===== src/rtl/nn_pkg.sv =====
// Shared parameters, state encoding and trained weight tables for the
// time-multiplexed 6-7-3 move classifier.
package nn_pkg;

    localparam int NUM_IN  = 6;
    localparam int NUM_HID = 7;
    localparam int NUM_OUT = 3;
    localparam int W_W     = 12;
    localparam int HID_W   = 12;
    localparam int SCORE_W = 26;
    localparam int MUL_A_W = HID_W + 1;
    localparam int OACC_W  = 30;

    localparam logic [2:0] H_LAST_TERM = 3'd6;
    localparam logic [2:0] O_LAST_TERM = 3'd7;
    localparam logic [2:0] H_LAST_NODE = 3'd6;
    localparam logic [2:0] O_LAST_NODE = 3'd2;

    typedef enum logic [1:0] {
        IDLE = 2'd0,
        HID  = 2'd1,
        OUT  = 2'd2,
        ARG  = 2'd3
    } state_e;

    // Row per hidden node: weights for in1..in6, then bias.
    localparam logic signed [W_W-1:0] W_H [NUM_HID][NUM_IN+1] = '{
        '{ 12'sd120, -12'sd85,  12'sd60,  -12'sd40,  12'sd33,  -12'sd150,  12'sd89},
        '{-12'sd200,  12'sd140, 12'sd75,  -12'sd60,  12'sd210, -12'sd30,  -12'sd20},
        '{ 12'sd55,   12'sd180,-12'sd120,  12'sd95, -12'sd70,   12'sd130, -12'sd45},
        '{-12'sd90,  -12'sd110, 12'sd200,  12'sd160,-12'sd40,   12'sd75,  -12'sd10},
        '{ 12'sd300, -12'sd250,-12'sd30,   12'sd140, 12'sd90,  -12'sd60,   12'sd40},
        '{ 12'sd70,   12'sd65, -12'sd180, -12'sd220, 12'sd150,  12'sd115, -12'sd5 },
        '{-12'sd140,  12'sd230, 12'sd110, -12'sd75, -12'sd95,   12'sd185, -12'sd30}
    };

    // Row per output node: weights for hidden0..hidden6, then bias.
    localparam logic signed [W_W-1:0] W_O [NUM_OUT][NUM_HID+1] = '{
        '{12'sd314, -12'sd199, -12'sd82,  12'sd465, -12'sd393,  12'sd280, -12'sd101,  12'sd0 },
        '{12'sd791,  12'sd317, -12'sd438, 12'sd365,  12'sd376, -12'sd790, -12'sd137,  12'sd0 },
        '{12'sd441,  12'sd221,  12'sd36,  12'sd366, -12'sd301,  12'sd420,  12'sd667, -12'sd13}
    };

    function automatic logic signed [W_W-1:0] w_hid(input logic [2:0] n, input logic [2:0] t);
        return W_H[int'(n)][int'(t)];
    endfunction

    function automatic logic signed [W_W-1:0] w_out(input logic [1:0] n, input logic [2:0] t);
        return W_O[int'(n)][int'(t)];
    endfunction

endpackage


===== src/rtl/nn_mac_unit.sv =====
// Shared signed multiply-accumulate with clear; exposes the running sum
// including the current product, already ReLU'd and saturated.
module nn_mac_unit
    import nn_pkg::*;
(
    input  logic                      clk,
    input  logic                      rst_n,
    input  logic                      clr,
    input  logic                      en,
    input  logic signed [MUL_A_W-1:0] a,
    input  logic signed [W_W-1:0]     b,
    output logic [HID_W-1:0]          hid_sat,
    output logic [SCORE_W-1:0]        score_sat
);

    localparam int PROD_W = MUL_A_W + W_W;

    logic signed [OACC_W-1:0] acc_q, acc_d, sum;
    logic signed [PROD_W-1:0] prod;

    // One 30-bit accumulator serves both phases; hidden sums fit in its low 15 bits.
    always_comb begin
        prod = a * b;
        sum  = acc_q + {{(OACC_W-PROD_W){prod[PROD_W-1]}}, prod};
        acc_d = acc_q;
        if (clr)
            acc_d = '0;
        else if (en)
            acc_d = sum;
    end

    always_comb begin
        hid_sat   = sum[HID_W-1:0];
        score_sat = sum[SCORE_W-1:0];
        if (sum[OACC_W-1]) begin
            hid_sat   = '0;
            score_sat = '0;
        end else begin
            if (|sum[OACC_W-2:HID_W])
                hid_sat = '1;
            if (|sum[OACC_W-2:SCORE_W])
                score_sat = '1;
        end
    end

    always_ff @(posedge clk or negedge rst_n) begin
        if (!rst_n)
            acc_q <= '0;
        else
            acc_q <= acc_d;
    end

endmodule


===== src/rtl/nn_infer_sequencer.sv =====
// Sequences one shared MAC over the 7 hidden and 3 output nodes of the move
// classifier, then publishes argmax move, scores and hidden activations.
module nn_infer_sequencer
    import nn_pkg::*;
(
    input  logic                       clk,
    input  logic                       rst_n,
    input  logic                       start,
    input  logic [NUM_IN-1:0]          in_vec,
    input  logic                       abort,
    output logic                       busy,
    output logic                       done,
    output logic [1:0]                 move,
    output logic [NUM_OUT*SCORE_W-1:0] score,
    output logic [NUM_HID*HID_W-1:0]   hid_act
);

    state_e                          state_q, state_d;
    logic [2:0]                      node_q, node_d;
    logic [2:0]                      term_q, term_d;
    logic [NUM_IN-1:0]               in_q, in_d;
    logic [NUM_HID-1:0][HID_W-1:0]   hid_w_q, hid_w_d;
    logic [NUM_OUT-1:0][SCORE_W-1:0] score_w_q, score_w_d;
    logic [NUM_HID-1:0][HID_W-1:0]   hid_act_q, hid_act_d;
    logic [NUM_OUT-1:0][SCORE_W-1:0] score_q, score_d;
    logic [1:0]                      move_q, move_d;
    logic                            busy_q, busy_d;
    logic                            done_q, done_d;

    logic                            mac_clr, mac_en;
    logic signed [MUL_A_W-1:0]       mac_a;
    logic signed [W_W-1:0]           mac_b;
    logic [HID_W-1:0]                mac_hid;
    logic [SCORE_W-1:0]              mac_score;

    nn_mac_unit u_mac (
        .clk       (clk),
        .rst_n     (rst_n),
        .clr       (mac_clr),
        .en        (mac_en),
        .a         (mac_a),
        .b         (mac_b),
        .hid_sat   (mac_hid),
        .score_sat (mac_score)
    );

    always_comb begin
        state_d   = state_q;
        node_d    = node_q;
        term_d    = term_q;
        in_d      = in_q;
        hid_w_d   = hid_w_q;
        score_w_d = score_w_q;
        hid_act_d = hid_act_q;
        score_d   = score_q;
        move_d    = move_q;
        busy_d    = busy_q;
        done_d    = 1'b0;
        mac_clr   = 1'b0;
        mac_en    = 1'b0;
        mac_a     = '0;
        mac_b     = '0;

        case (state_q)
            IDLE: begin
                busy_d = 1'b0;
                if (start) begin
                    in_d    = in_vec;
                    node_d  = '0;
                    term_d  = '0;
                    mac_clr = 1'b1;
                    busy_d  = 1'b1;
                    state_d = HID;
                end
            end
            HID: begin
                // Binary features gate the weight through a 0/1 multiplicand.
                mac_en = 1'b1;
                mac_a  = (term_q == H_LAST_TERM) ? MUL_A_W'(1) : MUL_A_W'(in_q[term_q]);
                mac_b  = w_hid(node_q, term_q);
                term_d = term_q + 3'd1;
                if (term_q == H_LAST_TERM) begin
                    hid_w_d[node_q] = mac_hid;
                    mac_clr = 1'b1;
                    term_d  = '0;
                    node_d  = node_q + 3'd1;
                    if (node_q == H_LAST_NODE) begin
                        node_d  = '0;
                        state_d = OUT;
                    end
                end
            end
            OUT: begin
                mac_en = 1'b1;
                mac_a  = (term_q == O_LAST_TERM) ? MUL_A_W'(1) : MUL_A_W'(hid_w_q[term_q]);
                mac_b  = w_out(node_q[1:0], term_q);
                term_d = term_q + 3'd1;
                if (term_q == O_LAST_TERM) begin
                    score_w_d[node_q[1:0]] = mac_score;
                    mac_clr = 1'b1;
                    term_d  = '0;
                    node_d  = node_q + 3'd1;
                    if (node_q == O_LAST_NODE) begin
                        node_d  = '0;
                        state_d = ARG;
                    end
                end
            end
            ARG: begin
                // Strict compares push ties toward the higher index.
                if (score_w_q[0] > score_w_q[1])
                    move_d = (score_w_q[0] > score_w_q[2]) ? 2'd0 : 2'd2;
                else
                    move_d = (score_w_q[1] > score_w_q[2]) ? 2'd1 : 2'd2;
                score_d   = score_w_q;
                hid_act_d = hid_w_q;
                done_d    = 1'b1;
                state_d   = IDLE;
            end
            default: state_d = IDLE;
        endcase

        if (abort) begin
            state_d   = IDLE;
            busy_d    = 1'b0;
            done_d    = 1'b0;
            move_d    = move_q;
            score_d   = score_q;
            hid_act_d = hid_act_q;
            in_d      = in_q;
            mac_clr   = 1'b1;
            mac_en    = 1'b0;
        end
    end

    always_ff @(posedge clk or negedge rst_n) begin
        if (!rst_n) begin
            state_q   <= IDLE;
            node_q    <= '0;
            term_q    <= '0;
            in_q      <= '0;
            hid_w_q   <= '0;
            score_w_q <= '0;
            hid_act_q <= '0;
            score_q   <= '0;
            move_q    <= '0;
            busy_q    <= 1'b0;
            done_q    <= 1'b0;
        end else begin
            state_q   <= state_d;
            node_q    <= node_d;
            term_q    <= term_d;
            in_q      <= in_d;
            hid_w_q   <= hid_w_d;
            score_w_q <= score_w_d;
            hid_act_q <= hid_act_d;
            score_q   <= score_d;
            move_q    <= move_d;
            busy_q    <= busy_d;
            done_q    <= done_d;
        end
    end

    assign busy    = busy_q;
    assign done    = done_q;
    assign move    = move_q;
    assign score   = score_q;
    assign hid_act = hid_act_q;

endmodule

===== config.mk =====
export PLATFORM = sky130hd
export DESIGN_NAME = nn_infer_sequencer
export DESIGN_NICKNAME = d
export VERILOG_FILES = /design/src/rtl/nn_pkg.sv /design/src/rtl/nn_mac_unit.sv /design/src/rtl/nn_infer_sequencer.sv
export SDC_FILE = /design/constraint.sdc
export NUM_CORES = 1
export LEC_CHECK = 0
export BUFFER_PORTS_ARGS = -buffer_cell sky130_fd_sc_hd__buf_2
export CAP_MARGIN = 15
export CORE_MARGIN = 2
export CORE_UTILIZATION = 60
export CTS_BUF_LIST = sky130_fd_sc_hd__clkbuf_8
export CTS_CLUSTER_SIZE = 28
export DETAILED_ROUTE_END_ITERATION = 10
export HOLD_SLACK_MARGIN = 0.1
export PLACE_DENSITY_LB_ADDON = 0.05
export REMOVE_ABC_BUFFERS = 1
export SYNTH_ARGS = -nofsm -noshare
export SYNTH_HDL_FRONTEND = slang
export SYNTH_SLANG_ARGS = --single-unit

===== constraint.sdc =====
create_clock -name clk -period 13.1 [get_ports clk]
set_clock_uncertainty 0.15 [all_clocks]
set_input_delay 1.31 -clock clk [delete_from_list [all_inputs] [get_ports clk]]
set_output_delay 1.31 -clock clk [all_outputs]
set_load 0.005 [all_outputs]

### Yosys cells after proc, flatten, opt, wreduce, memory -nomap -nowiden

Memories as Yosys holds them, arrays and structs flattened.
Index checks and enable logic that the tools add are counted.

| operators by class | value |
|---|---|
| $mul | 1 |
| equal/unequal tests | 15 |
| multiplexer cells | 61 |
| add/subtract/negate cells | 3 |
| bitwise operators | 4 |
| reduce and logical (&&, ||, !) cells | 16 |
| $lt $le $gt $ge | 11 |

Operators by type and width:

| cell | number |
|---|---|
| 96-bit binary-select mux with 2-bit select | 1 |
| 96-bit two-way mux | 2 |
| 84-bit two-way mux | 2 |
| 12-bit binary-select mux with 3-bit select | 3 |
| 12-bit two-way mux | 9 |
| 84-bit bitwise mux | 1 |
| 78-bit bitwise mux | 1 |
| 26-bit > comparator | 3 |
| 26-bit two-way mux | 3 |
| 32-bit by 4-bit greater-or-equal comparator with 1-bit output (second input constant) | 2 |
| 3-bit inverter with 32-bit output | 2 |
| 30-bit two-way mux | 2 |
| 26-bit demux with 2-bit select | 1 |
| 12-bit one-hot mux with 2 select lines | 2 |
| 12-bit demux with 3-bit select | 1 |
| 32-bit by 3-bit greater-or-equal comparator with 1-bit output (second input constant) | 1 |
| 2-bit inverter with 32-bit output | 1 |
| 30-bit adder | 1 |
| 13-bit by 12-bit multiplier with 25-bit output | 1 |
| 3-bit two-way mux | 7 |
| 2-bit two-way mux | 9 |
| 3-bit one-hot mux with 3 select lines | 2 |
| 17-bit OR reduction | 1 |
| 3-bit inequality test (second input constant) | 5 |
| other kinds (25) | 48 |

| word-level totals | value |
|---|---|
| output and inout bits | 166 |
| memory bits (read-only) | 672 |
| register bits after elaboration | 372 |
| input port bits | 10 |
| memories kept | 1 |

Memory list:

| name | depth | bits a word | rd ports | clocked after Yosys merged registers in | write ports | RTL line | text |
|---|---|---|---|---|---|---|---|
| (name not given) | 8 | 84 | 1 | 0 | 0 | nn_pkg.sv:45 | `return W_H[int'(n)][int'(t)];` |

### Depth between registers and ports, before layout

| logic depth | value |
|---|---|
| word-level depth | 14 |
| gate-level depth with buffers | 48 |
| gate-level depth less buffers | 42 |

### Hierarchy

A second synthesis with hierarchy kept.

| second synthesis, totals | value |
|---|---|
| cells, all modules | 2779 |
| area total of the unflattened synthesis | 26296.5 µm² |

By module, submodules not included:

| module | times used | area each (µm²) | cells an instance |
|---|---|---|---|
| nn_infer_sequencer | 1 | 16980.0 | 1667 |
| nn_mac_unit | 1 | 9316.4 | 1112 |

### Worst setup path before layout

Ideal clock, no wire load.

| path | value |
|---|---|
| path type | register to register |
| start point | register node_q[0] |
| end point | register hid_w_q[64] (netlist bit) |
| path slack | 2.238 ns |
| buffers on the path | 5 |
| setup time | 0.125 ns |
| data arrival time | 10.588 ns |
| data required time | 12.825 ns |
| stages on the path, launching flop included | 47 |
| cell sequence | dfrtp_1 -> clkbuf_1 -> clkbuf_1 -> inv_1 -> ha_1 -> nand2b_1 -> nand3b_1 -> o21ai_0 -> a21oi_1 -> a21oi_1 -> nor2_1 -> or2_2 -> clkbuf_1 -> nand2_1 -> inv_1 -> clkbuf_1 -> nand3_1 -> fa_1 -> [... 11 more ...] -> a21boi_0 -> o21a_1 -> or3_1 -> a31o_2 -> a21oi_1 -> xnor2_1 -> ha_1 -> o21ai_0 -> o21bai_1 -> o32ai_2 -> nor3_1 -> a221o_1 -> a211oi_1 -> nand2_1 -> or2_2 -> buf_2 -> o31a_1 -> mux2_2 |

| on the way | value |
|---|---|
| longest elaborated chain between the ends | 14 |
| elaborated cells between the ends (all ways) | 26 |
| classes of those cells | add/sub (1); mul (1); order compare (2); mux (17); bitwise (2); reduce/logical (2); memory (1) |

RTL lines:

| what | RTL line | text |
|---|---|---|
| from (decl) | nn_infer_sequencer.sv:19 | `logic [2:0] node_q, node_d;` |
| from (signal assigned) | nn_infer_sequencer.sv:151 | `node_q <= node_d;` |
| 3-bit inverter with 32-bit output (implied by the code) or 2-bit inverter with 32-bit output (tied branches) | nn_pkg.sv:45, nn_pkg.sv:49 |  |
| memory read 8 x 84 bit or 96-bit binary-select mux with 2-bit select (tied branches) | -- |  |
| 84-bit two-way mux (implied by the code) or 96-bit two-way mux (tied branches) (2 in a row) | nn_pkg.sv:45, nn_pkg.sv:49 |  |
| 12-bit binary-select mux with 3-bit select (on tied branches) | nn_pkg.sv:45, nn_pkg.sv:49 |  |
| 12-bit two-way mux (on tied branches) (2 in a row) | nn_pkg.sv:45, nn_pkg.sv:49 |  |
| 12-bit one-hot mux with 2 select lines | nn_infer_sequencer.sv:64 | `case (state_q)` |
| 13-bit by 12-bit multiplier with 25-bit output | nn_mac_unit.sv:23 | `prod = a * b;` |
| 30-bit adder | nn_mac_unit.sv:24 | `sum = acc_q + {{(OACC_W-PROD_W){prod[PROD_W-1]}}, prod};` |
| 17-bit OR reduction | nn_mac_unit.sv:39 | `if (\|sum[OACC_W-2:HID_W])` |
| 12-bit two-way mux | nn_mac_unit.sv:39 |  |
| 12-bit two-way mux | nn_mac_unit.sv:35 | `if (sum[OACC_W-1]) begin` |
| 84-bit bitwise mux * | nn_infer_sequencer.sv:83 | `hid_w_d[node_q] = mac_hid;` |
| to (signal assigned) | nn_infer_sequencer.sv:154 | `hid_w_q <= hid_w_d;` |
| to (decl) | nn_infer_sequencer.sv:22 | `logic [NUM_HID-1:0][HID_W-1:0] hid_w_q, hid_w_d;` |

Every way passes the cells marked *; elsewhere a longest branch is shown, timed or not. The select of a mux whose other input is x is not followed.
A chain may end at the register's enable or synchronous reset.

### Worst setup path in the final report

| path | value |
|---|---|
| start point | register term_q[0] |
| end point | register hid_w_q[1] (netlist bit) |

| on the way | value |
|---|---|
| longest elaborated chain between the ends | 11 |
| elaborated cells between the ends (all ways) | 24 |
| classes of those cells | add/sub (1); mul (1); eq/ne (2); mux (17); bitwise (1); reduce/logical (2) |

RTL lines:

| what | RTL line | text |
|---|---|---|
| from (decl) | nn_infer_sequencer.sv:20 | `logic [2:0] term_q, term_d;` |
| from (signal assigned) | nn_infer_sequencer.sv:152 | `term_q <= term_d;` |
| 3-bit inverter with 32-bit output (implied by the code) | nn_pkg.sv:45, nn_pkg.sv:49 |  |
| 12-bit binary-select mux with 3-bit select (on tied branches) | nn_pkg.sv:49, nn_pkg.sv:45 |  |
| 12-bit two-way mux (on tied branches) (2 in a row) | nn_pkg.sv:49, nn_pkg.sv:45 |  |
| 12-bit one-hot mux with 2 select lines | nn_infer_sequencer.sv:64 |  |
| 13-bit by 12-bit multiplier with 25-bit output | nn_mac_unit.sv:23 |  |
| 30-bit adder | nn_mac_unit.sv:24 |  |
| 17-bit OR reduction | nn_mac_unit.sv:39 |  |
| 12-bit two-way mux | nn_mac_unit.sv:39 |  |
| 12-bit two-way mux | nn_mac_unit.sv:35 |  |
| 84-bit bitwise mux | nn_infer_sequencer.sv:83 |  |

Parallel ways exist; a longest one is shown, timed or not. The select of a mux whose other input is x is not followed.

==> results.md <==
- Post-synth top area share: 0.375
- Layout area overhead: 10.5%
- Final hold vios: 0
- Area leader, netlist: dfrtp_1
- Slew Limit Fails: 0
- Vias: 20768
- Yosys synthesis warning count: 0
- Diode count: 0
- Number of cell rows: 74
- Tmin final: 12.22 ns
- Fill count: 3351
- Post-Syn Area: 0.0248 mm2
- Crit-path leading delay family: compound AO/OA/AOI/OAI gates
- Maximum vdd drop: 0.260 mV
- Vias per cell: 5.93
- Peak Freq: 81.8 MHz
- Slew margin rel.: 0.230
- All-Layer GR Usage: 0.321
- IO Port Bufs: 175
- Status: finished clean
- Startpoint types: register
- Most frequent CP cell: fa_1
- Yosys reg bits: 372
- Pwr dens: 126 mW/mm2
- DR iter-0 viols: 2101
- GRT overflow: 0
- Main synth FF type: dfrtp_1
- Largest stage delay on the critical path: 0.96 ns
- Vias in the first global route: 20305
- Drt total wl: 69.2 mm
- Worst Setup SP: term_q[0]
- Fin crit share: 0.933
- Setup TNS: 0 ns
- Final setup viols: 0
- Sequential fraction of the synthesis area: 0.375
- Final Wtd Congestion: 0.958
- Hold Startpoint: score[3]
- Worst-case clock buffer depth: 3
- TritonCTS Sinks: 372
- Synthesized area per cell: 8.86 um2
- Nets: 3235
- Worst Tran Pin Value: 1.15 ns
- Leakage power: 14.2 nW
- Initial antenna violation count: 0
- DRC: 0
- DRT Pass-1 Iters: 5
- Num ports: 176
- Initial core utilization: 0.608
- Element type at the critical path end: register
- CTS H-tree depth: 2
- Slowest stage cell, crit path: a211oi_1
- CTS tree: yes
- Share of flip-flops with an asynchronous set or reset: 1.00
- Worst skew pair latency: 0.66 ns
- Synth area leaders: dfrtp_1 (38%), ha_1 (10%), nand2_1 (10%), fa_1 (8.2%), o21ai_0 (5.3%)
- Core area: 0.0408 mm2
- RR Startpoint: term_q[0]
- Detailed placer's ending HPWL: 50.8 mm
- Post-synth cell types: 73
- Reg clk slew, reported paths: 0.06 ns
- Hold Path Class: reg -> reg
- Unrepaired setup endpoints after global routing: no
- # Post-CTS Setup Buffers: 0
- Largest net degree at the start of global routing: 124
- First-pass GRT wire length: 111 mm
- Maxcap violations: 0
- DR WL/cell: 19.7 um
- DRT antenna net count: 0
- Post-synth EDFFs: 0
- Chip width: 207 um
- Share of layout cells above drive strength 1: 0.138
- Most frequent cells after synthesis: nand2_1 (659), dfrtp_1 (372), o21ai_0 (263), inv_1 (215), ha_1 (199)
- Crit path required time: 13.47 ns
- Clock buffer count from CTS: 61
- Dominant cell by count in the synthesized netlist: nand2_1
- Crit path kind: reg -> reg
- Worst Path Buf+Inv: 5
- Crit path arrival time: 12.59 ns
- Design Power: 3.45 mW
- Post-Syn Instances: 2799
- Die height: 207 um
- Root Buffer: clkbuf_8
- Die ar.: 0.0430 mm2
- Peak fanout along the critical path: 40
[logic make-up after synthesis]
group	share of synthesized area
fa+ha+maj	0.183
mux	0.0513
compound gates	0.145
buf+inv	0.0558
xor+xnor	0.0148
simple gates	0.175
flops	0.375
[placed cells by master, fill, tap and decap left out, types with 25 or more instances in the layout]
cell type  synthesis  routed
nor2_1           161     161
fa_1             102     102
buf_2              8     174
a21oi_1          113     113
nor2b_1           26      26
dfrtp_1          372     370
a21o_1            31      31
nand3_1           29      26
nand2b_1          26      25
mux2_2            56      56
ha_1             199     198
o21ai_0          263     263
inv_1            215     231
xnor2_1           32      30
nand2_1          659     659
buf_4              0      31
mux2i_1           35      35
nand4_1           28      28
clkbuf_8           0      79
[flip-flops by register name, summed over array words and instances (netlist names)]
signal / count
busy: 1
done: 1
hid_act: 84
hid_w_q: 84
in_q: 6
move: 2
node_q: 3
score: 78
score_w_q: 78
state_q: 2
term_q: 3
u_mac.acc_q: 30
[layout make-up]
class	count	area (um2)	share of cell area
Multi-Input combinational cell	2063	14200	0.517
Clock inverter	32	206	0.00753
Timing Repair Buffer	208	1160	0.0423
Sequential cell	372	9310	0.340
Tap cell	532	666	0.0243
Inverter	218	820	0.0299
Clock buffer	79	1090	0.0397
[path summary, 6_finish.rpt]
path | end | slack [ns] | depth (start not counted)
setup / recovery | hid_w_q[1] | 0.88 | 35
hold / removal | score[3] | 0.32 | 2
setup reg to reg | hid_w_q[1] | 0.88 | 35
hold reg to reg | score[3] | 0.32 | 2
max in group asynchronous | term_q[0] | 9.91 | 3
min in group asynchronous | score[23] | 0.57 | 1
[per-layer routing]
metal / wire, um / global-route usage / share of wire
met5: 0 / 0 / 0
met4: 1850 / 0.0946 / 0.027
met3: 5820 / 0.0637 / 0.084
met2: 30800 / 0.486 / 0.45
met1: 30700 / 0.470 / 0.44
[power breakdown]
part           switching, mW  leakage (nW)  total (mW)  internal [mW]
sequential            0.0417          5.18        1.21           1.17
clock                  0.483         0.737        1.06          0.581
combinational          0.856          8.25        1.17          0.317
total                   1.38          14.2        3.45           2.07
[metrics by stage]
stage | utilization | instances | hold slack, ns | setup slack, ns | cell area, um2
5_1_grt | 0.672 | 3504 | 0.338 | 0.111 | 27400
3_3_place_gp | 0.639 | 3392 | 0.302 | 1.29 | 26100
6_report | 0.672 | 3504 | 0.317 | 0.876 | 27400
4_1_cts | 0.671 | 3503 | 0.322 | 0.936 | 27400
3_5_place_dp | 0.639 | 3392 | 0.307 | 1.01 | 26100
2_1_floorplan | - | 2653 | 0.300 | 0.544 | 24200
[worst reg2reg max path: cells and delay by family (launching register included)]
family,cells,cell delay [ns]
flip-flops,1,0.81
adder cells (fa/ha/maj),7,3.33
AO/OA/AOI/OAI,14,4.19
AND/OR/NAND/NOR,8,2.81
XOR/XNOR,1,0.22
buffers and inverters,5,0.58
[repair_timing]
action	CTS	global route
gates resized for setup	0	1
hold buffers	0	0
endpoints found under the setup margin	0	24
(Power assumes the default switching activity.)
